==> src/rtl/wb_master_if_pkg.sv <==
// Shared Wishbone definitions: FSM state encoding, default bus widths, counter width helper.
package wb_master_if_pkg;

  localparam int WB_DW_DEF = 8;
  localparam int WB_AW_DEF = 16;

  typedef enum logic [1:0] {
    ST_IDLE = 2'd0,
    ST_REQ  = 2'd1,
    ST_WAIT = 2'd2,
    ST_RESP = 2'd3
  } wb_state_e;

  function automatic int cnt_width(input int n);
    return (n < 1) ? 1 : $clog2(n + 1);
  endfunction

endpackage

==> src/rtl/wb_master_if_if.sv <==
// Wishbone pipelined bus bundle; signal names are from the master's point of view.
interface wb_master_if_if
  import wb_master_if_pkg::*;
#(
  parameter int DW = WB_DW_DEF,
  parameter int AW = WB_AW_DEF
) ();

  logic          cyc_o;
  logic          lock_o;
  logic          stb_o;
  logic          we_o;
  logic [AW-1:0] adr_o;
  logic [DW-1:0] dat_o;
  logic          stall_i;
  logic          ack_i;
  logic [DW-1:0] dat_i;

  modport master (
    output cyc_o, lock_o, stb_o, we_o, adr_o, dat_o,
    input  stall_i, ack_i, dat_i
  );

  modport slave (
    input  cyc_o, lock_o, stb_o, we_o, adr_o, dat_o,
    output stall_i, ack_i, dat_i
  );

endinterface

==> src/rtl/wb_timeout_ctr.sv <==
// Saturating cycle counter with synchronous clear; tc_o flags the last allowed cycle.
module wb_timeout_ctr
  import wb_master_if_pkg::*;
#(
  parameter int TIMEOUT_CYCLES = 255,
  localparam int W = cnt_width(TIMEOUT_CYCLES)
) (
  input  logic clk_i,
  input  logic rst_i,
  input  logic clr_i,
  input  logic en_i,
  output logic tc_o
);

  logic [W-1:0] cnt_q;

  assign tc_o = (cnt_q == W'(TIMEOUT_CYCLES - 1));

  always_ff @(posedge clk_i or posedge rst_i) begin
    if (rst_i)              cnt_q <= '0;
    else if (clr_i)         cnt_q <= '0;
    else if (en_i && !tc_o) cnt_q <= cnt_q + W'(1);
  end

endmodule

==> src/rtl/wb_master_if.sv <==
// Single-outstanding Wishbone pipelined initiator with a valid/ready client side.
// Define WB_MASTER_TIMEOUT_EN to abort unacknowledged cycles after TIMEOUT_CYCLES.
module wb_master_if
  import wb_master_if_pkg::*;
#(
  parameter int WB_DATA_WIDTH  = WB_DW_DEF,
  parameter int WB_ADDR_WIDTH  = WB_AW_DEF,
  parameter int TIMEOUT_CYCLES = 255
) (
  input  logic                     clk_i,
  input  logic                     rst_i,
  input  logic                     req_valid_i,
  output logic                     req_ready_o,
  input  logic                     req_we_i,
  input  logic                     req_lock_i,
  input  logic [WB_ADDR_WIDTH-1:0] req_adr_i,
  input  logic [WB_DATA_WIDTH-1:0] req_dat_i,
  output logic                     resp_valid_o,
  output logic [WB_DATA_WIDTH-1:0] resp_dat_o,
  output logic                     resp_err_o,
  wb_master_if_if.master           wb
);

  wb_state_e                state_q;
  logic                     cyc_q, stb_q, we_q, lock_q;
  logic [WB_ADDR_WIDTH-1:0] adr_q;
  logic [WB_DATA_WIDTH-1:0] dat_q;
  logic                     req_ready_q, resp_valid_q, resp_err_q;
  logic [WB_DATA_WIDTH-1:0] resp_dat_q;
  logic                     accept, to_tc;

  assign accept = req_valid_i & req_ready_q;

`ifdef WB_MASTER_TIMEOUT_EN
  wb_timeout_ctr #(.TIMEOUT_CYCLES(TIMEOUT_CYCLES)) u_timeout (
    .clk_i (clk_i),
    .rst_i (rst_i),
    .clr_i (accept),
    .en_i  ((state_q == ST_REQ) || (state_q == ST_WAIT)),
    .tc_o  (to_tc)
  );
`else
  localparam int unused_timeout_cycles = TIMEOUT_CYCLES;
  assign to_tc = 1'b0;
`endif

  always_ff @(posedge clk_i or posedge rst_i) begin
    if (rst_i) begin
      state_q      <= ST_IDLE;
      cyc_q        <= 1'b0;
      stb_q        <= 1'b0;
      we_q         <= 1'b0;
      lock_q       <= 1'b0;
      adr_q        <= '0;
      dat_q        <= '0;
      req_ready_q  <= 1'b0;
      resp_valid_q <= 1'b0;
      resp_err_q   <= 1'b0;
      resp_dat_q   <= '0;
    end else begin
      resp_valid_q <= 1'b0;
      case (state_q)
        ST_IDLE: begin
          if (accept) begin
            state_q     <= ST_REQ;
            cyc_q       <= 1'b1;
            stb_q       <= 1'b1;
            we_q        <= req_we_i;
            lock_q      <= req_lock_i;
            adr_q       <= req_adr_i;
            dat_q       <= req_dat_i;
            req_ready_q <= 1'b0;
          end else begin
            req_ready_q <= 1'b1;
          end
        end
        ST_REQ, ST_WAIT: begin
          // An ack in the terminal-count cycle still completes normally.
          if (wb.ack_i || to_tc) begin
            state_q      <= ST_RESP;
            cyc_q        <= 1'b0;
            stb_q        <= 1'b0;
            lock_q       <= 1'b0;
            we_q         <= 1'b0;
            resp_valid_q <= 1'b1;
            resp_err_q   <= ~wb.ack_i;
            resp_dat_q   <= wb.ack_i ? wb.dat_i : '0;
          end else if ((state_q == ST_REQ) && !wb.stall_i) begin
            state_q <= ST_WAIT;
            stb_q   <= 1'b0;
          end
        end
        ST_RESP: begin
          state_q     <= ST_IDLE;
          req_ready_q <= 1'b1;
        end
        default: state_q <= ST_IDLE;
      endcase
    end
  end

  assign wb.cyc_o     = cyc_q;
  assign wb.stb_o     = stb_q;
  assign wb.we_o      = we_q;
  assign wb.lock_o    = lock_q;
  assign wb.adr_o     = adr_q;
  assign wb.dat_o     = dat_q;
  assign req_ready_o  = req_ready_q;
  assign resp_valid_o = resp_valid_q;
  assign resp_dat_o   = resp_dat_q;
  assign resp_err_o   = resp_err_q;

endmodule

==> src/flat_wrapper.sv <==
// flat-port wrapper written by rule: the top's interface ports become plain ports
module wb_master_if_flat import wb_master_if_pkg::*;
#(
  parameter int WB_DATA_WIDTH  = WB_DW_DEF,
  parameter int WB_ADDR_WIDTH  = WB_AW_DEF,
  parameter int TIMEOUT_CYCLES = 255
)
  (clk_i, rst_i, req_valid_i, req_ready_o, req_we_i, req_lock_i, req_adr_i, req_dat_i, resp_valid_o, resp_dat_o, resp_err_o, wb_cyc_o, wb_lock_o, wb_stb_o, wb_we_o, wb_adr_o, wb_dat_o, wb_stall_i, wb_ack_i, wb_dat_i);
  wb_master_if_if #(.DW(8), .AW(16)) wb_i ();
  input  logic clk_i;
  input  logic rst_i;
  input  logic req_valid_i;
  output logic req_ready_o;
  input  logic req_we_i;
  input  logic req_lock_i;
  input  logic [WB_ADDR_WIDTH-1:0] req_adr_i;
  input  logic [WB_DATA_WIDTH-1:0] req_dat_i;
  output logic resp_valid_o;
  output logic [WB_DATA_WIDTH-1:0] resp_dat_o;
  output logic resp_err_o;
  output wire logic [$bits(wb_i.cyc_o)-1:0] wb_cyc_o;
  output wire logic [$bits(wb_i.lock_o)-1:0] wb_lock_o;
  output wire logic [$bits(wb_i.stb_o)-1:0] wb_stb_o;
  output wire logic [$bits(wb_i.we_o)-1:0] wb_we_o;
  output wire logic [$bits(wb_i.adr_o)-1:0] wb_adr_o;
  output wire logic [$bits(wb_i.dat_o)-1:0] wb_dat_o;
  input wire logic [$bits(wb_i.stall_i)-1:0] wb_stall_i;
  input wire logic [$bits(wb_i.ack_i)-1:0] wb_ack_i;
  input wire logic [$bits(wb_i.dat_i)-1:0] wb_dat_i;
  assign wb_cyc_o = wb_i.cyc_o;
  assign wb_lock_o = wb_i.lock_o;
  assign wb_stb_o = wb_i.stb_o;
  assign wb_we_o = wb_i.we_o;
  assign wb_adr_o = wb_i.adr_o;
  assign wb_dat_o = wb_i.dat_o;
  assign wb_i.stall_i = wb_stall_i;
  assign wb_i.ack_i = wb_ack_i;
  assign wb_i.dat_i = wb_dat_i;
  wb_master_if #(.WB_DATA_WIDTH(WB_DATA_WIDTH), .WB_ADDR_WIDTH(WB_ADDR_WIDTH), .TIMEOUT_CYCLES(TIMEOUT_CYCLES)) u_core (.clk_i(clk_i), .rst_i(rst_i), .req_valid_i(req_valid_i), .req_ready_o(req_ready_o), .req_we_i(req_we_i), .req_lock_i(req_lock_i), .req_adr_i(req_adr_i), .req_dat_i(req_dat_i), .resp_valid_o(resp_valid_o), .resp_dat_o(resp_dat_o), .resp_err_o(resp_err_o), .wb(wb_i));
endmodule
==> config.mk <==
export PLATFORM = sky130hd
export DESIGN_NAME = wb_master_if_flat
export DESIGN_NICKNAME = d
export VERILOG_FILES = /design/src/rtl/wb_master_if_pkg.sv /design/src/rtl/wb_master_if_if.sv /design/src/rtl/wb_timeout_ctr.sv /design/src/rtl/wb_master_if.sv /design/src/flat_wrapper.sv
export SDC_FILE = /design/constraint.sdc
export NUM_CORES = 1
export LEC_CHECK = 0
export ABC_AREA = 1
export ABC_CLOCK_PERIOD_IN_PS = 1300
export CAP_MARGIN = 20
export CORE_MARGIN = 2
export CORE_UTILIZATION = 38
export DETAILED_ROUTE_END_ITERATION = 16
export PLACE_DENSITY = 0.85
export SYNTH_ARGS = -nofsm -noshare
export SYNTH_HDL_FRONTEND = slang
export SYNTH_SLANG_ARGS = --single-unit
==> constraint.sdc <==
create_clock -name clk_i -period 1.3 [get_ports clk_i]
set_input_delay 0.26 -clock clk_i [delete_from_list [all_inputs] [get_ports clk_i]]
set_output_delay 0.26 -clock clk_i [all_outputs]
set_load 0.02 [all_outputs]
==> results.md <==
- Power Dens Cells: about 2500 nW/um2
- Mean Syn Cell Area: 9.17 um2
- Max Clk Rate: 0.792 GHz
- HPWL Detailed: ~3.0 mm
- Pint: roughly 4 mW
- Max clock buf depth: 2
- Reg clk slew, reported paths: 0.08 ns
- Final hold slack: between 0.3 and 0.4 ns
- Vias per cell: approximately 4.8
- Vias in the first global route: about 1500
- Switch Pwr: roughly 2.9 mW
- Power Total: 6.92 mW
- Grt total ovfl: 0
- CTS buffer count: 5
- Share of layout cells above drive strength 1: 0.110
- CP startpoint: u_core.wb.adr_o[8]
- Post-Synthesis Cells: 196
- Final period utilization: 0.972
- Worst flop-to-flop path startpoint: u_core.state_q[0]
- Status: complete, no violations
- Mapped Area: 1800 um2
- CP max stage cell: dfrtp_1
- Io pins: between 70 and 80
- Top delay family on crit path: flip-flops
- Routed WL per cell: 12.4 um
- Clk_lat worst skew: 0.28 ns
- Root Driver: clkbuf_8
- Layout Skew: about 0.0041 ns
- Initial antenna violation count: 0
- Worst slew margin: 0.817
- Clk pwr share: 0.151
- P&R area growth vs syn: 52.7%
- Hold/Removal Path Class: primary input to async pin
- Maximum VDD drop: 1.05 mV
- Dpl cells: 328
- Setup crit end kind: output port
- DR vias: 1617
- Drt first-iter violations: 123
- Clk sinks: roughly 40
- Die height: 72.8 um
- Post-layout instance count excluding filler cells: between 300 and 400
- CTS tree: done
- R2R setup slack: approximately 0.080 ns
- Buffers & Inverters on Critical Path: 1
- Pre-CTS setup slack: -0.104 ns
- Peak per-stage delay on the critical path: roughly 0.4 ns
- Site Rows: 25
- Final Hold Fails: 0
- Net Sw Frac: 0.423
- Die width: approximately 73 um
- Commonest non-fill, non-tap cell in the layout: nand2_1
- Synth Register Bits: just over 40
- Sequential Power Share: 0.312
- Final Max Tran Viols: 0
- Mapped Nets: between 200 and 250
- Antenna fix cells: 0
- Final Setup Violations: 0
- Core Util, Final: 0.593
- First-pass GRT wire length: 6.70 mm
- Crit Path Class: flop to output port
- Crit path DAT: 1.00 ns
- Post-layout min period: approximately 1.3 ns
- GP Congestion: 0.725
- Cell variety after synth: 19
- CP Max Fanout: 2
- Pin count of the biggest net entering global routing: 42
- Worst Slack Setup Final: between 0.03 and 0.04 ns
- DRT antenna net count: 0
- Effective utilization at floorplan: 0.388
- Static Leak: around 1.5 nW
- Full die area: 5290 um2
- PortBufs: between 70 and 80
- Core Area: 4630 um2
- Max-cap violation count: 0
- Logic gate share of total power: 0.537
- Seq/Total Area, Yosys: 0.571
- Cells along the critical path: dlygate4sd2_1
- Remaining DRCs: 0
- Worst Max-Slew Pin Slew: roughly 0.27 ns
- Tot GR Track Use: 0.162
- CP Launch Type: flop
- WL final: roughly 4.2 mm
- Drt pass-1 iters: 4
- Commonest non-fill, non-tap cells in the layout: nand2_1, dfrtp_1, clkdlybuf4s50_1, dlygate4sd2_1, nand3_1
- Ys Warns: 0
- CP required: between 1 and 1.5 ns
- CTS Hold Bufs: 0
- Final #Nets: ~330
- Max H-tree Level: 2
-- synth_stat cells (all sizes together) --
cell	n	area (um2)
nand4	2	12.5
nand3	30	168
nand2	94	373
ha	4	50.1
dfrtp	41	1030
o21ai	1	5.00
buf	8	93.8
inv	11	46.3
a21oi	1	5.00
nor2	4	17.5
-- worst register-to-register path: cells and delay by family (launching register included) --
kind / cells / cell delay [ns]
adder cells (fa/ha/maj): 1 / 0.33
buffers and inverters: 2 / 0.10
flip-flops: 1 / 0.37
AND/OR/NAND/NOR: 4 / 0.31
-- power groups by stage --
stage	logic (mW)	registers [mW]	clock network (mW)
after global placement	3.82	2.19	0
after CTS	3.65	2.16	1.06
after detailed placement	3.94	2.19	0
after floorplan	1.68	2.87	0
final	3.72	2.16	1.04
after global routing	4.07	2.23	1.12
-- state kept, by name (all words and copies together), names as in the netlist --
signal               count
u_core.wb.adr_o         16
u_core.resp_dat_o        8
u_core.wb.dat_o          8
u_core.state_q           2
u_core.req_ready_o       1
u_core.resp_err_o        1
u_core.resp_valid_o      1
u_core.wb.cyc_o          1
u_core.wb.lock_o         1
u_core.wb.stb_o          1
u_core.wb.we_o           1
-- area by class of cell --
type	count	area, um2
repair buffers	87	823
fillers	412	1890
flip-flops and latches	41	1030
well taps	54	67.6
clock buffers	7	86.3
multi-input cells	136	659
inverters	11	51.3
clock inverters	1	30.0
-- metrics by stage --
step | setup TNS, ns | instance area, um2
detailed placement | -2.39 | 2640
CTS | 0 | 2720
global placement | -1.33 | 2640
floorplan | 0 | 1810
finish | 0 | 2740
global route | -0.00594 | 2740
-- cells by family after synthesis --
logic type      Yosys count  share of synthesized area
simple gates            130                      0.318
fa+ha+maj                 4                     0.0279
compound gates            2                    0.00557
flops                    41                      0.571
buf+inv                  19                     0.0780
-- worst paths after layout --
path	end	depth (start not counted)
max in group asynchronous	u_core.req_ready_o	3
worst min-delay path	u_core.wb.dat_o[0]	3
worst min register to register	u_core.wb.stb_o	2
worst max-delay path	wb_adr_o[8]	1
worst max register to register	u_core.wb.stb_o	7
min in group clk_i	u_core.wb.stb_o	2
-- timing repair --
item | 4_1_cts | 5_1_grt
resized for setup | 42 | 5
endpoints found under the setup margin | 56 | 2
buffers inserted | 0 | 1
pin swaps | 0 | 2
-- metal layers --
layer | vias to the layer above | GRT usage | share of wire
met5 | - | 0 | 0
met4 | 0 | 0.0473 | 0.0079
met3 | 5 | 0.0359 | 0.064
met2 | 52 | 0.297 | 0.51
met1 | 768 | 0.189 | 0.42
li1 | 792 | - | -
(Power assumes the default switching activity.)
